==> config.mk <==
export PLATFORM = sky130hd
export DESIGN_NAME = seg7_s2p_rx
export DESIGN_NICKNAME = d
export VERILOG_FILES = /design/src/rtl/seg7_s2p_rx.sv
export SDC_FILE = /design/constraint.sdc
export NUM_CORES = 1
export LEC_CHECK = 0
export ABC_AREA = 1
export ABC_CLOCK_PERIOD_IN_PS = 5300
export BUFFER_PORTS_ARGS = -buffer_cell sky130_fd_sc_hd__buf_2
export CAP_MARGIN = 25
export CORE_UTILIZATION = 40
export CTS_CLUSTER_SIZE = 12
export DETAILED_ROUTE_END_ITERATION = 8
export PLACE_DENSITY_LB_ADDON = 0.3
export SLEW_MARGIN = 15
export SYNTH_ARGS = -nofsm -noshare
export SYNTH_HDL_FRONTEND = slang
export SYNTH_SLANG_ARGS = --single-unit
==> constraint.sdc <==
create_clock -name clk -period 5.3 [get_ports clk]
set_clock_uncertainty 0.2 [all_clocks]
set_input_delay 0.53 -clock clk [delete_from_list [all_inputs] [get_ports clk]]
set_output_delay 0.53 -clock clk [all_outputs]
set_load 0.05 [all_outputs]
==> src/rtl/seg7_s2p_rx.sv <==
`default_nettype none
// ============================================================================
// seg7_s2p_rx : 7-seg serial link receiver, oversampled in the clk domain.
// Optional hex decode via SEG7_RX_DECODE_EN.  Rev 1.0
// ============================================================================
module seg7_s2p_rx #(
  parameter int DATA_BITS       = 64,
  parameter int DATA_COUNT_BITS = 6,
  parameter int DIR             = 0
) (
  input  logic                   clk,
  input  logic                   rst,
  input  logic                   s_clk,
  input  logic                   s_clrn,
  input  logic                   sout,
  input  logic                   en,
  output logic [DATA_BITS-1:0]   pdata,
  output logic                   pdata_valid,
  output logic                   frame_err,
  output logic                   busy,
`ifdef SEG7_RX_DECODE_EN
  output logic [DATA_BITS/2-1:0] hex_out,
  output logic [DATA_BITS/8-1:0] hex_bad,
`endif
  output logic [15:0]            frame_cnt
);

  localparam logic [DATA_COUNT_BITS-1:0] c_LAST = DATA_COUNT_BITS'(DATA_BITS - 1);

  typedef enum logic [0:0] {IDLE = 1'b0, SHIFT = 1'b1} state_t;

  logic r_sclk_s1, r_sclk_s2, r_sclk_h;
  logic r_clrn_s1, r_clrn_s2, r_clrn_h;
  logic r_sout_s1, r_sout_s2, r_sout_h;
  logic r_en_s1, r_en_s2, r_en_h;
  logic r_rise;

  state_t                     r_state, w_state_nxt;
  logic [DATA_BITS-1:0]       r_sr, w_sr_nxt, w_sr_shift;
  logic [DATA_COUNT_BITS-1:0] r_cnt, w_cnt_nxt;
  logic                       w_clr, w_accept, w_done, w_err;

  always_ff @(posedge clk or negedge rst) begin
    if (!rst) begin
      {r_sclk_s1, r_sclk_s2, r_sclk_h} <= '0;
      {r_clrn_s1, r_clrn_s2, r_clrn_h} <= '0;
      {r_sout_s1, r_sout_s2, r_sout_h} <= '0;
      {r_en_s1, r_en_s2, r_en_h}       <= '0;
      r_rise                           <= 1'b0;
    end else begin
      {r_sclk_s1, r_sclk_s2, r_sclk_h} <= {s_clk, r_sclk_s1, r_sclk_s2};
      {r_clrn_s1, r_clrn_s2, r_clrn_h} <= {s_clrn, r_clrn_s1, r_clrn_s2};
      {r_sout_s1, r_sout_s2, r_sout_h} <= {sout, r_sout_s1, r_sout_s2};
      {r_en_s1, r_en_s2, r_en_h}       <= {en, r_en_s1, r_en_s2};
      r_rise                           <= r_sclk_s2 & ~r_sclk_h;
    end
  end

  // History flops hold sout/en as they were when the edge was detected,
  // so they line up with the registered rise flag.
  assign w_clr    = ~r_clrn_s2 | ~r_clrn_h;
  assign w_accept = r_rise & r_en_h;

  generate
    if (DIR == 0) begin : g_msb_first
      assign w_sr_shift = {r_sr[DATA_BITS-2:0], r_sout_h};
    end else begin : g_lsb_first
      assign w_sr_shift = {r_sout_h, r_sr[DATA_BITS-1:1]};
    end
  endgenerate

  always_ff @(posedge clk or negedge rst) begin
    if (!rst) r_state <= IDLE;
    else      r_state <= w_state_nxt;
  end

  always_comb begin
    w_state_nxt = r_state;
    w_sr_nxt    = r_sr;
    w_cnt_nxt   = r_cnt;
    w_done      = 1'b0;
    w_err       = 1'b0;
    if (w_clr) begin
      w_sr_nxt    = '0;
      w_cnt_nxt   = '0;
      w_state_nxt = IDLE;
    end else if (w_accept && r_cnt == c_LAST) begin
      w_done      = 1'b1;
      w_sr_nxt    = w_sr_shift;
      w_cnt_nxt   = '0;
      w_state_nxt = IDLE;
    end else if (r_state == SHIFT && !r_en_s2) begin
      w_err       = 1'b1;
      w_sr_nxt    = '0;
      w_cnt_nxt   = '0;
      w_state_nxt = IDLE;
    end else if (w_accept) begin
      w_sr_nxt    = w_sr_shift;
      w_cnt_nxt   = r_cnt + DATA_COUNT_BITS'(1);
      w_state_nxt = SHIFT;
    end
  end

  always_ff @(posedge clk or negedge rst) begin
    if (!rst) begin
      r_sr        <= '0;
      r_cnt       <= '0;
      pdata       <= '0;
      pdata_valid <= 1'b0;
      frame_err   <= 1'b0;
      frame_cnt   <= '0;
    end else begin
      r_sr        <= w_sr_nxt;
      r_cnt       <= w_cnt_nxt;
      pdata_valid <= w_done;
      frame_err   <= w_err;
      if (w_done) begin
        pdata <= w_sr_shift;
        if (frame_cnt != 16'hFFFF) frame_cnt <= frame_cnt + 16'd1;
      end
    end
  end

  assign busy = (r_state == SHIFT);

`ifdef SEG7_RX_DECODE_EN
  // Returns {bad, nibble}; dp (bit 7) is not part of the match.
  function automatic logic [4:0] f_decode(input logic [6:0] seg);
    case (seg)
      7'h40: f_decode = 5'h00;  7'h79: f_decode = 5'h01;
      7'h24: f_decode = 5'h02;  7'h30: f_decode = 5'h03;
      7'h19: f_decode = 5'h04;  7'h12: f_decode = 5'h05;
      7'h02: f_decode = 5'h06;  7'h78: f_decode = 5'h07;
      7'h00: f_decode = 5'h08;  7'h10: f_decode = 5'h09;
      7'h08: f_decode = 5'h0A;  7'h03: f_decode = 5'h0B;
      7'h46: f_decode = 5'h0C;  7'h21: f_decode = 5'h0D;
      7'h06: f_decode = 5'h0E;  7'h0E: f_decode = 5'h0F;
      default: f_decode = 5'h10;
    endcase
  endfunction

  generate
    for (genvar gi = 0; gi < DATA_BITS / 8; gi++) begin : g_dec
      logic [4:0] w_dec;
      assign w_dec = f_decode(w_sr_shift[8*gi +: 7]);
      always_ff @(posedge clk or negedge rst) begin
        if (!rst) begin
          hex_out[4*gi +: 4] <= '0;
          hex_bad[gi]        <= 1'b0;
        end else if (w_done) begin
          hex_out[4*gi +: 4] <= w_dec[3:0];
          hex_bad[gi]        <= w_dec[4];
        end
      end
    end
  endgenerate
`endif

endmodule
`default_nettype wire

---- Yosys cells after proc, flatten, opt, wreduce, memory -nomap -nowiden ----
Cells that the tools add are included.
W data, S select, Z words.
word-level totals
  output and inout bits ................... 83
  input port bits ......................... 6
  register bits ........................... 165
  logic and storage cells ................. 52
operators by class
  reductions and logical operators ........ 5
  add/sub/neg operators ................... 2
  multiplexer cells ....................... 17
  eq/ne operators ......................... 2
  bitwise operators ....................... 6
operators with widths
  kind                     number
  $mux W63                 4
  $mux W6                  4
  $add A16 B1 Y16 const B  1
  $ne A16 B16 Y1 const B   1
  $mux W1                  9
  $add A6 B1 Y6 const B    1
  $eq A6 B6 Y1 const B     1
  $reduce_bool A4 Y1       1
  $not A1 Y1               3
  $and A1 B1 Y1            2
  $logic_and A1 B1 Y1      2
  $reduce_and A2 Y1        1
  $logic_not A1 Y1         1
  $or A1 B1 Y1             1

---- Depth between registers and ports, before layout ----
  word-level depth ........................ 5
  gate-level depth with buffers ........... 10
  depth with buffers taken out ............ 9

---- Least setup slack after synthesis ----
No wires, ideal clock.
  kind .................................... flip-flop to flip-flop
  start point ............................. register frame_cnt[1]
  end point ............................... register frame_cnt[3]
  arrival ................................. 1,733 ps
  stages on the path, launching flop included .. 10
  library setup time ...................... 120 ps
  path slack .............................. 3,247 ps
  data required time ...................... 4,980 ps
  cells stage by stage .................... dfrtp_1 -> ha_1 -> inv_1 -> nor2_4 -> nand2_1 -> nor2_2 -> nor2_2 -> buf_6 -> nand2_2 -> o21ai_2
on the way
  word-level cells in the longest chain between the ends .. 2
RTL lines
  item                                                                     RTL line  text
  start, declared                                                          25        output logic [15:0] frame_cnt
  start signal, assigned                                                   119       if (frame_cnt != 16'hFFFF) frame_cnt <= frame_cnt + 16'd1;
  parallel branches: the longest is 2 deep, another holds $add A16 B1 Y16  --
Parallel ways; which one is timed is not known.
A chain may end at the register's enable or synchronous reset.

---- Final worst setup path ----
  start point ............................. register r_cnt[0]
  end point ............................... register r_sr[11]
on the way
  word-level cells in the longest chain between the ends .. 4
RTL lines
  item                     RTL line  text
  start, declared          40        logic [DATA_COUNT_BITS-1:0] r_cnt, w_cnt_nxt;
  start signal, assigned   114       r_cnt <= w_cnt_nxt;
  $eq A6 B6 Y1 (*)         87        end else if (w_accept && r_cnt == c_LAST) begin
  $logic_and A1 B1 Y1 (*)  87
  $mux W63                 87
  $mux W63                 83        if (w_clr) begin
  end signal, assigned     113       r_sr <= w_sr_nxt;
  end, declared            39        logic [DATA_BITS-1:0] r_sr, w_sr_nxt, w_sr_shift;
Mark *: on every way between the ends. The rest lies on a longest branch, timed or not.

==> impl_results.md <==
- Status: finished clean
- Core Region: 16500 um2
- Die Area: 17400 um2
- DR WL/cell: 12.7 um
- Switching part of the total: 22.1%
- Yosys top cell by area: dfrtp_1
- Mapped Cells: 767
- Initial Util: 40.9%
- Slew HR: 46.5%
- DRT iter0 DRCs: 328
- Via count: 5006
- Global Route Usage Sum: 17.0%
- Fin. max-slew vios: 0
- Area Growth Syn to Fin: 17.8%
- Filler cells: 1608
- Post-synth top area share: 61.1%
- Fmax: 348 MHz
- Final setup violation count: 0
- Die W: 132 um
- Top Metal Used: met4
- Count leader, synth: nand2_1
- Worst Hold Class: input pin to register
- Placed cells: 1046
- Crit path kind: register to register
- Setup TNS: 0 ns
- CTS Buffer Depth: 2
- Final non-filler cell total: 1081
- Vias in the first global route: 4731
- #FFs+latches synth: 165
- Ys Warns: 0
- # diodes: 0
- CTS tree: done
- Die Y-Extent: 132 um
- Final hold slack: 0.0223 ns
- Register area share after synthesis: 61.1%
- I/O Buffers: 88
- Dpl cell area: 7340 um2
- Mapped Avg Cell Area: 8.80 um2
- Final min period: 2.88 ns
- CP Launch Type: register
- Final hold violations: 0
- # rows: 47
- Root Buffer: clkbuf_16
- Wl on met1: 6800 um
- Worst setup margin: 2.42 ns
- Period utilisation layout: 54.3%
- Critical Path End Type: register
- DP HPWL: 8310 um
- Post-synth EDFFs: 0
- # nets final: 858
- Worst-path fanout max: 66
- H-tree levels: 4
- Avg Vias per Cell: 4.63
- Reg power frac: 50.7%
- Clock power share: 46.6%
- Fin area: 7950 um2
- Largest cells by area after synthesis: dfrtp_1 (61%), nand2_1 (22%), nand3_1 (5.4%)
- Syn_nets: 775
- NetSw: 0.000553 W
- Clk sinks: 165
- Initial antenna violation count: 0
- Residual DRC count: 0
- Drt pass-1 iters: 4
- Comb power frac: 2.7%
- VDD IR max: 0.000231 V
- Layout cell share with drive strength beyond 1: 17.3%
- TritonCTS Buffers: 17
- Final GP Congestion: 0.784
- Synth async-reset ratio: 100%
- Global route total overflow: 0
- Worst-Margin Slew: 0.803 ns
- Met3 routed WL: 552 um
- Critical Path RT: 5.41 ns
- Synthesized area: 6750 um2
- CP arrival: 2.98 ns
- RSZ-0062 raised after global routing: no
- Clk slew on worst S/H paths: 0.06 ns
- Clk_lat worst skew: 0.43 ns
- Max_cap viols: 0
- Pwr dens: 314 nW/um2
- Met2 WL post-DR: 6170 um
- Leak: 4.52 nW
- Total Wirelength: 13700 um
- Placement Setup Slack: 2.38 ns
- Int Power: 0.00195 W
- Most frequent cells after synthesis: nand2_1 (400), dfrtp_1 (165), nand3_1 (73)
- IO Pins: 89
- Final ANT Viol Nets: 0
- First-pass GRT wire length: 23800 um
- Pin count of the biggest net entering global routing: 67
- Synth Flop Type: dfrtp_1
- Library cells used by synthesis: 24
sequential cells by signal (all words and copies together) (netlist names), 6 cells and up:
signal and count:
r_cnt 6, frame_cnt 16, pdata 64, r_sr 63
area by class of cell:
class,instances,area [um2],area share [%]
clock buffer,19,453,5.70
clock inverter,11,101,1.27
inverter,26,97.6,1.23
multi-input combinational,540,2290,28.8
sequential,165,4130,51.9
tap,220,275,3.46
timing repair buffer,100,607,7.63
per-stage QoR:
step                      utilization [%]  power (W)
after CTS                            48.0    0.00253
after global routing                 48.1    0.00259
final                                48.1    0.00250
after floorplan                         -    0.00132
after global placement               44.0    0.00135
after detailed placement             44.4    0.00136
power by group through the flow:
stage	Sequential, W	Combinational (W)	Clock, W
finish	0.00127	0.0000670	0.00116
global route	0.00127	0.0000776	0.00124
CTS	0.00127	0.0000700	0.00119
detailed placement	0.00129	0.0000682	0
global placement	0.00129	0.0000630	0
floorplan	0.00129	0.0000318	0
cells by family (layout without fill, tap and decap cells):
kind of cell               count (synthesis)  count (layout)  share of synthesized area, %
adders and majority gates                  2               2                         0.371
and+or+nand+nor                          518             518                          31.3
DFF                                      165             165                          61.1
xor gates and xnor gates                   7               7                         0.908
AOI/OAI and AO/OA                         13              13                          1.24
buffers and inverters                     62             156                          5.08
final timing paths:
kind | startpoint | endpoint | slack, ns | cells after the start
min in group asynchronous | rst | r_sr[39]$_DFFE_PN0P_ | 0.37 | 2
setup reg to reg | r_cnt[0]$_DFFE_PN0P_ | r_sr[11]$_DFFE_PN0P_ | 2.42 | 9
max in group asynchronous | rst | frame_cnt[11]$_DFFE_PN0P_ | 3.39 | 3
setup / recovery | r_cnt[0]$_DFFE_PN0P_ | r_sr[11]$_DFFE_PN0P_ | 2.42 | 9
hold reg to reg | r_sclk_s1$_DFF_PN0_ | r_sclk_s2$_DFF_PN0_ | 0.15 | 0
hold / removal | s_clk | r_sclk_s1$_DFF_PN0_ | 0.02 | 1
placed cells by master, fill, tap and decap left out, types with 5 or more instances in the layout:
cell type  instances
buf_2             87
clkbuf_16         17
dfrtp_1          165
inv_1             21
nand2_1          400
nand2_2            6
nand3_1           73
nand4_1            5
nor2_1            24
o21ai_0            6
o21ai_2            5
xor2_1             7
metal layers:
layer	vias up	track usage, %
met5	-	0
met4	0	6.91
met3	14	3.69
met2	101	24.9
met1	2339	24.5
li1	2552	-
timing repair:
action                                 4_1_cts  5_1_grt
buffers inserted                             0        0
gates resized for setup                      0        0
endpoints found under the hold margin       40        1
hold buffers                                 3        1
worst max-delay path, stage by stage, from the launching register on:
cell and delay, ns:
dfrtp_1 0.40, ha_1 0.22, inv_1 0.09, nor2_4 0.05, nand4_4 0.06, buf_4 0.56, nand2_2 0.65, buf_16 0.38
nand3_1 0.08, nand2_1 0.06
(Power assumes the default switching activity.)
